`src/rtl/matrixmult_result_drain.sv`:
```
// Result drain for the matrix-multiply output buffer.
// After the multiply engine raises mm_done, reads the Q10.10 result buffer in
// address order and streams each word as valid/ready, with optional ReLU.
// A small credit-limited FIFO hides the buffer read latency so one word per
// cycle is sustained when the consumer is always ready.
module matrixmult_result_drain #(
  parameter int OUTPUT_SIZE  = 3,
  parameter int DATA_WIDTH   = 20,
  parameter int ADDR_WIDTH   = 10,
  parameter int READ_LATENCY = 2,
  parameter int RELU_EN      = 1
) (
  input  logic                         clk,
  input  logic                         reset,
  input  logic                         mm_done,
  output logic [ADDR_WIDTH-1:0]        mm_addr,
  output logic                         mm_enable,
  input  logic signed [DATA_WIDTH-1:0] mm_data,
  output logic                         out_valid,
  output logic signed [DATA_WIDTH-1:0] out_data,
  input  logic                         out_ready,
  output logic                         busy,
  output logic                         finished,
  output logic                         aborted
);

  // Room for every read that can be in the latency pipe plus two words of
  // slack, which is what keeps issue running back-to-back.
  localparam int FIFO_DEPTH = READ_LATENCY + 2;
  localparam int CNT_W      = $clog2(OUTPUT_SIZE + 1);
  localparam int FC_W       = $clog2(FIFO_DEPTH + 1);
  localparam int PTR_W      = $clog2(FIFO_DEPTH);

  typedef enum logic [1:0] {
    IDLE  = 2'd0,
    DRAIN = 2'd1,
    FLUSH = 2'd2
  } state_t;

  state_t                  state_q, state_d;
  logic                    done_q;
  logic [CNT_W-1:0]        issue_cnt_q, issue_cnt_d;
  logic [CNT_W-1:0]        xfer_cnt_q, xfer_cnt_d;
  logic [ADDR_WIDTH-1:0]   addr_q, addr_d;
  logic [READ_LATENCY-1:0] rd_vld_q, rd_vld_d;
  logic [FC_W-1:0]         in_flight_q, in_flight_d;
  logic [FC_W-1:0]         fifo_cnt_q, fifo_cnt_d;
  logic [PTR_W-1:0]        wr_ptr_q, wr_ptr_d;
  logic [PTR_W-1:0]        rd_ptr_q, rd_ptr_d;
  logic                    finished_q, finished_d;
  logic                    aborted_q, aborted_d;
  logic signed [DATA_WIDTH-1:0] fifo_mem_q [FIFO_DEPTH];

  logic            done_rise;
  logic            in_drain;
  logic            live;
  logic            credit;
  logic            issue;
  logic            ret;
  logic            push;
  logic            pop;
  logic [FC_W:0]   outstanding;

  // Negative words clamp to zero when ReLU is enabled.
  function automatic logic signed [DATA_WIDTH-1:0] relu(input logic signed [DATA_WIDTH-1:0] w);
    if ((RELU_EN != 0) && w[DATA_WIDTH-1]) return '0;
    return w;
  endfunction

  // FIFO pointer advance with wrap for non-power-of-two depths.
  function automatic logic [PTR_W-1:0] ptr_inc(input logic [PTR_W-1:0] p);
    if (p == PTR_W'(FIFO_DEPTH - 1)) return '0;
    return p + 1'b1;
  endfunction

  assign done_rise   = mm_done & ~done_q;
  assign in_drain    = (state_q == DRAIN);
  // Dropping mm_done ends ownership of the read port immediately.
  assign live        = in_drain & mm_done;
  assign outstanding = {1'b0, in_flight_q} + {1'b0, fifo_cnt_q};
  assign credit      = outstanding < (FC_W + 1)'(FIFO_DEPTH);
  assign issue       = live && (issue_cnt_q < CNT_W'(OUTPUT_SIZE)) && credit;
  assign ret         = rd_vld_q[READ_LATENCY-1];
  // Returns after an abort are discarded rather than stored.
  assign push        = ret & in_drain;
  assign pop         = out_valid & out_ready;

  assign mm_enable   = issue;
  assign mm_addr     = issue ? ADDR_WIDTH'(issue_cnt_q) : addr_q;
  assign out_valid   = live && (fifo_cnt_q != '0);
  assign out_data    = out_valid ? fifo_mem_q[rd_ptr_q] : '0;
  assign busy        = (state_q != IDLE);
  assign finished    = finished_q;
  assign aborted     = aborted_q;

  // Next-state logic for the drain sequencer, counters and FIFO bookkeeping.
  always_comb begin
    state_d     = state_q;
    issue_cnt_d = issue_cnt_q + CNT_W'(issue);
    xfer_cnt_d  = xfer_cnt_q + CNT_W'(pop);
    addr_d      = issue ? ADDR_WIDTH'(issue_cnt_q) : addr_q;
    rd_vld_d    = READ_LATENCY'({rd_vld_q, issue});
    in_flight_d = in_flight_q + FC_W'(issue) - FC_W'(ret);
    fifo_cnt_d  = fifo_cnt_q + FC_W'(push) - FC_W'(pop);
    wr_ptr_d    = push ? ptr_inc(wr_ptr_q) : wr_ptr_q;
    rd_ptr_d    = pop ? ptr_inc(rd_ptr_q) : rd_ptr_q;
    finished_d  = 1'b0;
    aborted_d   = 1'b0;

    case (state_q)
      IDLE: begin
        if (done_rise) begin
          state_d     = DRAIN;
          issue_cnt_d = '0;
          xfer_cnt_d  = '0;
          in_flight_d = '0;
          rd_vld_d    = '0;
          fifo_cnt_d  = '0;
          wr_ptr_d    = '0;
          rd_ptr_d    = '0;
        end
      end
      DRAIN: begin
        if (!mm_done) begin
          state_d   = FLUSH;
          aborted_d = 1'b1;
        end else if (pop && (xfer_cnt_q == CNT_W'(OUTPUT_SIZE - 1))) begin
          state_d    = IDLE;
          finished_d = 1'b1;
        end
      end
      FLUSH: begin
        if (in_flight_q == '0) begin
          state_d    = IDLE;
          fifo_cnt_d = '0;
          wr_ptr_d   = '0;
          rd_ptr_d   = '0;
        end
      end
      default: begin
        state_d = IDLE;
      end
    endcase
  end

  // Control state register; reset also discards any reads still in flight.
  always_ff @(posedge clk or posedge reset) begin
    if (reset) begin
      state_q     <= IDLE;
      done_q      <= 1'b0;
      issue_cnt_q <= '0;
      xfer_cnt_q  <= '0;
      addr_q      <= '0;
      rd_vld_q    <= '0;
      in_flight_q <= '0;
      fifo_cnt_q  <= '0;
      wr_ptr_q    <= '0;
      rd_ptr_q    <= '0;
      finished_q  <= 1'b0;
      aborted_q   <= 1'b0;
    end else begin
      state_q     <= state_d;
      done_q      <= mm_done;
      issue_cnt_q <= issue_cnt_d;
      xfer_cnt_q  <= xfer_cnt_d;
      addr_q      <= addr_d;
      rd_vld_q    <= rd_vld_d;
      in_flight_q <= in_flight_d;
      fifo_cnt_q  <= fifo_cnt_d;
      wr_ptr_q    <= wr_ptr_d;
      rd_ptr_q    <= rd_ptr_d;
      finished_q  <= finished_d;
      aborted_q   <= aborted_d;
    end
  end

  // FIFO storage: ReLU is applied on the way in so the head is final.
  always_ff @(posedge clk) begin
    if (push) fifo_mem_q[wr_ptr_q] <= relu(mm_data);
  end

endmodule

```
`config.mk`:
```
export PLATFORM = sky130hd
export DESIGN_NAME = matrixmult_result_drain
export DESIGN_NICKNAME = d
export VERILOG_FILES = /design/src/rtl/matrixmult_result_drain.sv
export SDC_FILE = /design/constraint.sdc
export NUM_CORES = 1
export LEC_CHECK = 0
export CELL_PAD_IN_SITES_DETAIL_PLACEMENT = 1
export CELL_PAD_IN_SITES_GLOBAL_PLACEMENT = 1
export CORE_UTILIZATION = 42
export DETAILED_ROUTE_END_ITERATION = 8
export HOLD_SLACK_MARGIN = 0.02
export PLACE_DENSITY = 0.79
export SYNTH_ARGS = -nofsm -noshare
export SYNTH_HDL_FRONTEND = slang
export SYNTH_SLANG_ARGS = --single-unit
```
`constraint.sdc`:
```
create_clock -name clk -period 2.4 [get_ports clk]
set_input_delay 0.48 -clock clk [delete_from_list [all_inputs] [get_ports clk]]
set_output_delay 0.48 -clock clk [all_outputs]
set_load 0.02 [all_outputs]
```
==> metrics <==
Setup Crit Path Kind flop to output pin; Critical Path Source Type flop; Worst path max stage delay 420 ps; post-route ant nets 0; Die X 105 um; GP Congestion 0.753; Post-Syn Area per Cell 16.8 um^2; Final Util 55.9%; max-cap violations 0; status finished, violations left; Synth area leaders edfxtp_1 51%, dfrtp_1 17%, mux4_2 9.6%; final hold slack 484 ps; Port Buffers 57; synth unique cells 42; drt via density 5.01; Yosys top cell by area edfxtp_1; crit-path max FO 3; Hold Crit Depth 1; total power 0.00481 W; Skew-Pair Late Insertion Delay 370 ps; syn nets 306; Synth async-reset ratio 29.0%; Post-Syn Area 4480 um^2; endpoints failing setup 12; vias in the first global route 2828; first-pass GRT wire length 14.8 mm; final setup margin -209 ps; htree depth 3; Area Growth Syn to Fin 28.8%; worst hold path type flop to flop; register bit count reported by yosys 107; Hold Violations, Final 0; pin count of the biggest net entering global routing 32; hold_sp xfer_cnt_q[0]; HPWL after DPL 6.19 mm; clock sink count 107; Clk Tree Root Cell clkbuf_8; RSZ-0062 raised after global routing yes; global route overflow 0; Final Skew 8.65 ps; Core ar. 10300 um^2; reg2reg start fifo_cnt_q[2]; routed vias 2567; min Tclk post-route 2610 ps; Mapped Cells 267; TNS Setup -1590 ps; YS warnings 0; maximum VDD drop 0.461 mV; worst r2r path cells 12; share of cells above drive strength 1 36.2%; initial DRC count 106; nets 410; initial antenna violation count 0; reg-to-reg slack, setup -100 ps; Seq/Total Area, Yosys 68.3%; violated checks setup timing; Hold EP finished; Final Cycle Share 109%; WL/cell 17.9 um; Design Area, Final 5770 um^2; fmax 383 MHz; CTS buffer count 9; Arr. time, crit path 2130 ps; residual DRC count 0; total track usage 18.0%; Worst Path Required 1920 ps; Rows 37; placed cell areas 5410 um^2; Clock Path Buffers 2; leakage power 2.29 nW; Post-synth EDFFs 76; Ant. Diodes 0; clk slew on worst S/H paths 100 ps; CP max-delay cell dfrtp_1; crit path capture type output pin; Yosys top cell area share 51.0%; die area 11100 um^2; Final Slew Violations 0; IO Count 59; routed wire length 9.14 mm; reg2reg end in_flight_q[2]; CTS tree built; die height 105 um; Initial Util 43.4%; Pre-antenna DRT Iters 4; ys flop type edfxtp_1; CP cell instances ha_4 -> a2111oi_4 -> nand3b_1 -> buf_4 -> mux2_2 -> buf_6; PwrDens 833 nW/um^2
## cells by family (layout without fill, tap and decap cells)
kind of cell / after synthesis / in the layout / share of synthesized area [%]
flops: 107 / 107 / 68.3
simple gates: 87 / 87 / 12.6
mux: 21 / 21 / 10.1
buf+inv: 21 / 130 / 1.98
fa+ha+maj: 15 / 15 / 4.53
compound gates: 11 / 11 / 1.70
xor+xnor: 4 / 4 / 0.782
other cells: 1 / 1 / 0.0837
## per-stage QoR
| step | instances | setup slack [ps] |
|---|---|---|
| 6_report | 512 | -209 |
| 3_5_place_dp | 476 | -453 |
| 2_1_floorplan | 267 | 21.4 |
| 4_1_cts | 505 | -259 |
| 3_3_place_gp | 476 | -414 |
| 5_1_grt | 512 | -314 |
## sequential cells by signal, summed over array words and instances, names as in the netlist
name and cells:
state_q 2, xfer_cnt_q 2, addr_q 10, fifo_cnt_q 3, wr_ptr_q 2, done_q 1
in_flight_q 3, aborted 1, rd_ptr_q 2, finished 1, rd_vld_q 2, issue_cnt_q 2
fifo_mem_q 76
## layout make-up
cell class	instances	area, um^2
Fill cell	973	4560
Multi-Input combinational cell	139	1420
Sequential cell	107	3060
Timing Repair Buffer	102	881
Tap cell	136	170
Clock inverter	5	61.3
Inverter	12	50.0
Clock buffer	11	131
## worst max-delay path by stage
stage,start,endpoint,slack [ps]
after floorplan,fifo_cnt_q[2],in_flight_q[2],20
after global placement,mm_done,out_data[1],-410
after detailed placement,mm_done,fifo_cnt_q[2],-450
after CTS,fifo_cnt_q[2],mm_addr[0],-260
after global routing,fifo_cnt_q[2],mm_addr[0],-310
final,fifo_cnt_q[2],mm_addr[0],-210
## Yosys cell counts, types with 2 or more instances
cell type	number
fa_1	2
a21oi_1	4
mux4_2	19
nor3_1	2
nor2_1	8
mux2_2	2
nand3b_1	2
xnor2_1	2
nand2_1	3
o21ai_0	2
inv_1	12
xor2_1	2
buf_2	2
nor2b_1	42
and2_1	14
clkbuf_1	5
dfrtp_1	31
buf_4	2
edfxtp_1	76
ha_1	13
## cells in the final DEF, fill, tap and decap left out, types with 2 or more instances in the layout
| master | instances |
|---|---|
| edfxtp_1 | 76 |
| ha_4 | 2 |
| clkdlybuf4s50_1 | 25 |
| clkbuf_1 | 2 |
| mux2_2 | 2 |
| and2_1 | 6 |
| o21ai_0 | 2 |
| fa_2 | 2 |
| inv_6 | 3 |
| dfrtp_1 | 31 |
| and2_4 | 8 |
| buf_2 | 19 |
| clkbuf_8 | 9 |
| buf_12 | 3 |
| nand2_1 | 3 |
| nor2_1 | 7 |
| xnor2_1 | 2 |
| xor2_1 | 2 |
| mux4_2 | 19 |
| buf_4 | 37 |
| nor2b_1 | 42 |
| a21oi_1 | 4 |
| ha_1 | 11 |
| nand3b_1 | 2 |
| inv_1 | 10 |
| nor3_2 | 2 |
| buf_6 | 16 |
## worst max-delay path: cells and delay by family, from the launching register on
kind | cells | cell delay [ps]
flip-flops | 1 | 420
AND/OR/NAND/NOR | 1 | 200
buffers and inverters | 2 | 320
multiplexers | 1 | 280
AO/OA/AOI/OAI | 1 | 280
adder cells (fa/ha/maj) | 1 | 260
## timing repair
action	in CTS	in global routing
buffers inserted	13	7
resized for setup	158	11
pin swaps	7	7
endpoints found under the setup margin	34	27
hold buffers	0	0
cloned	0	0
## report_power, final
part | internal, W | switching [W]
sequential | 0.00210 | 0.000106
combinational | 0.000836 | 0.000662
clock | 0.000492 | 0.000606
total | 0.00343 | 0.00137
## metal layers
| metal | vias up | part of all wire [%] | routed length, um | GRT usage (%) |
|---|---|---|---|---|
| li1 | 1175 | - | - | - |
| met1 | 1321 | 41 | 3790 | 21.2 |
| met2 | 58 | 53 | 4850 | 32.4 |
| met3 | 13 | 3.9 | 353 | 4.02 |
| met4 | 0 | 1.7 | 151 | 5.94 |
| met5 | - | 0 | 0 | 0 |
Note: power is estimated with default switching activity, not from simulation.
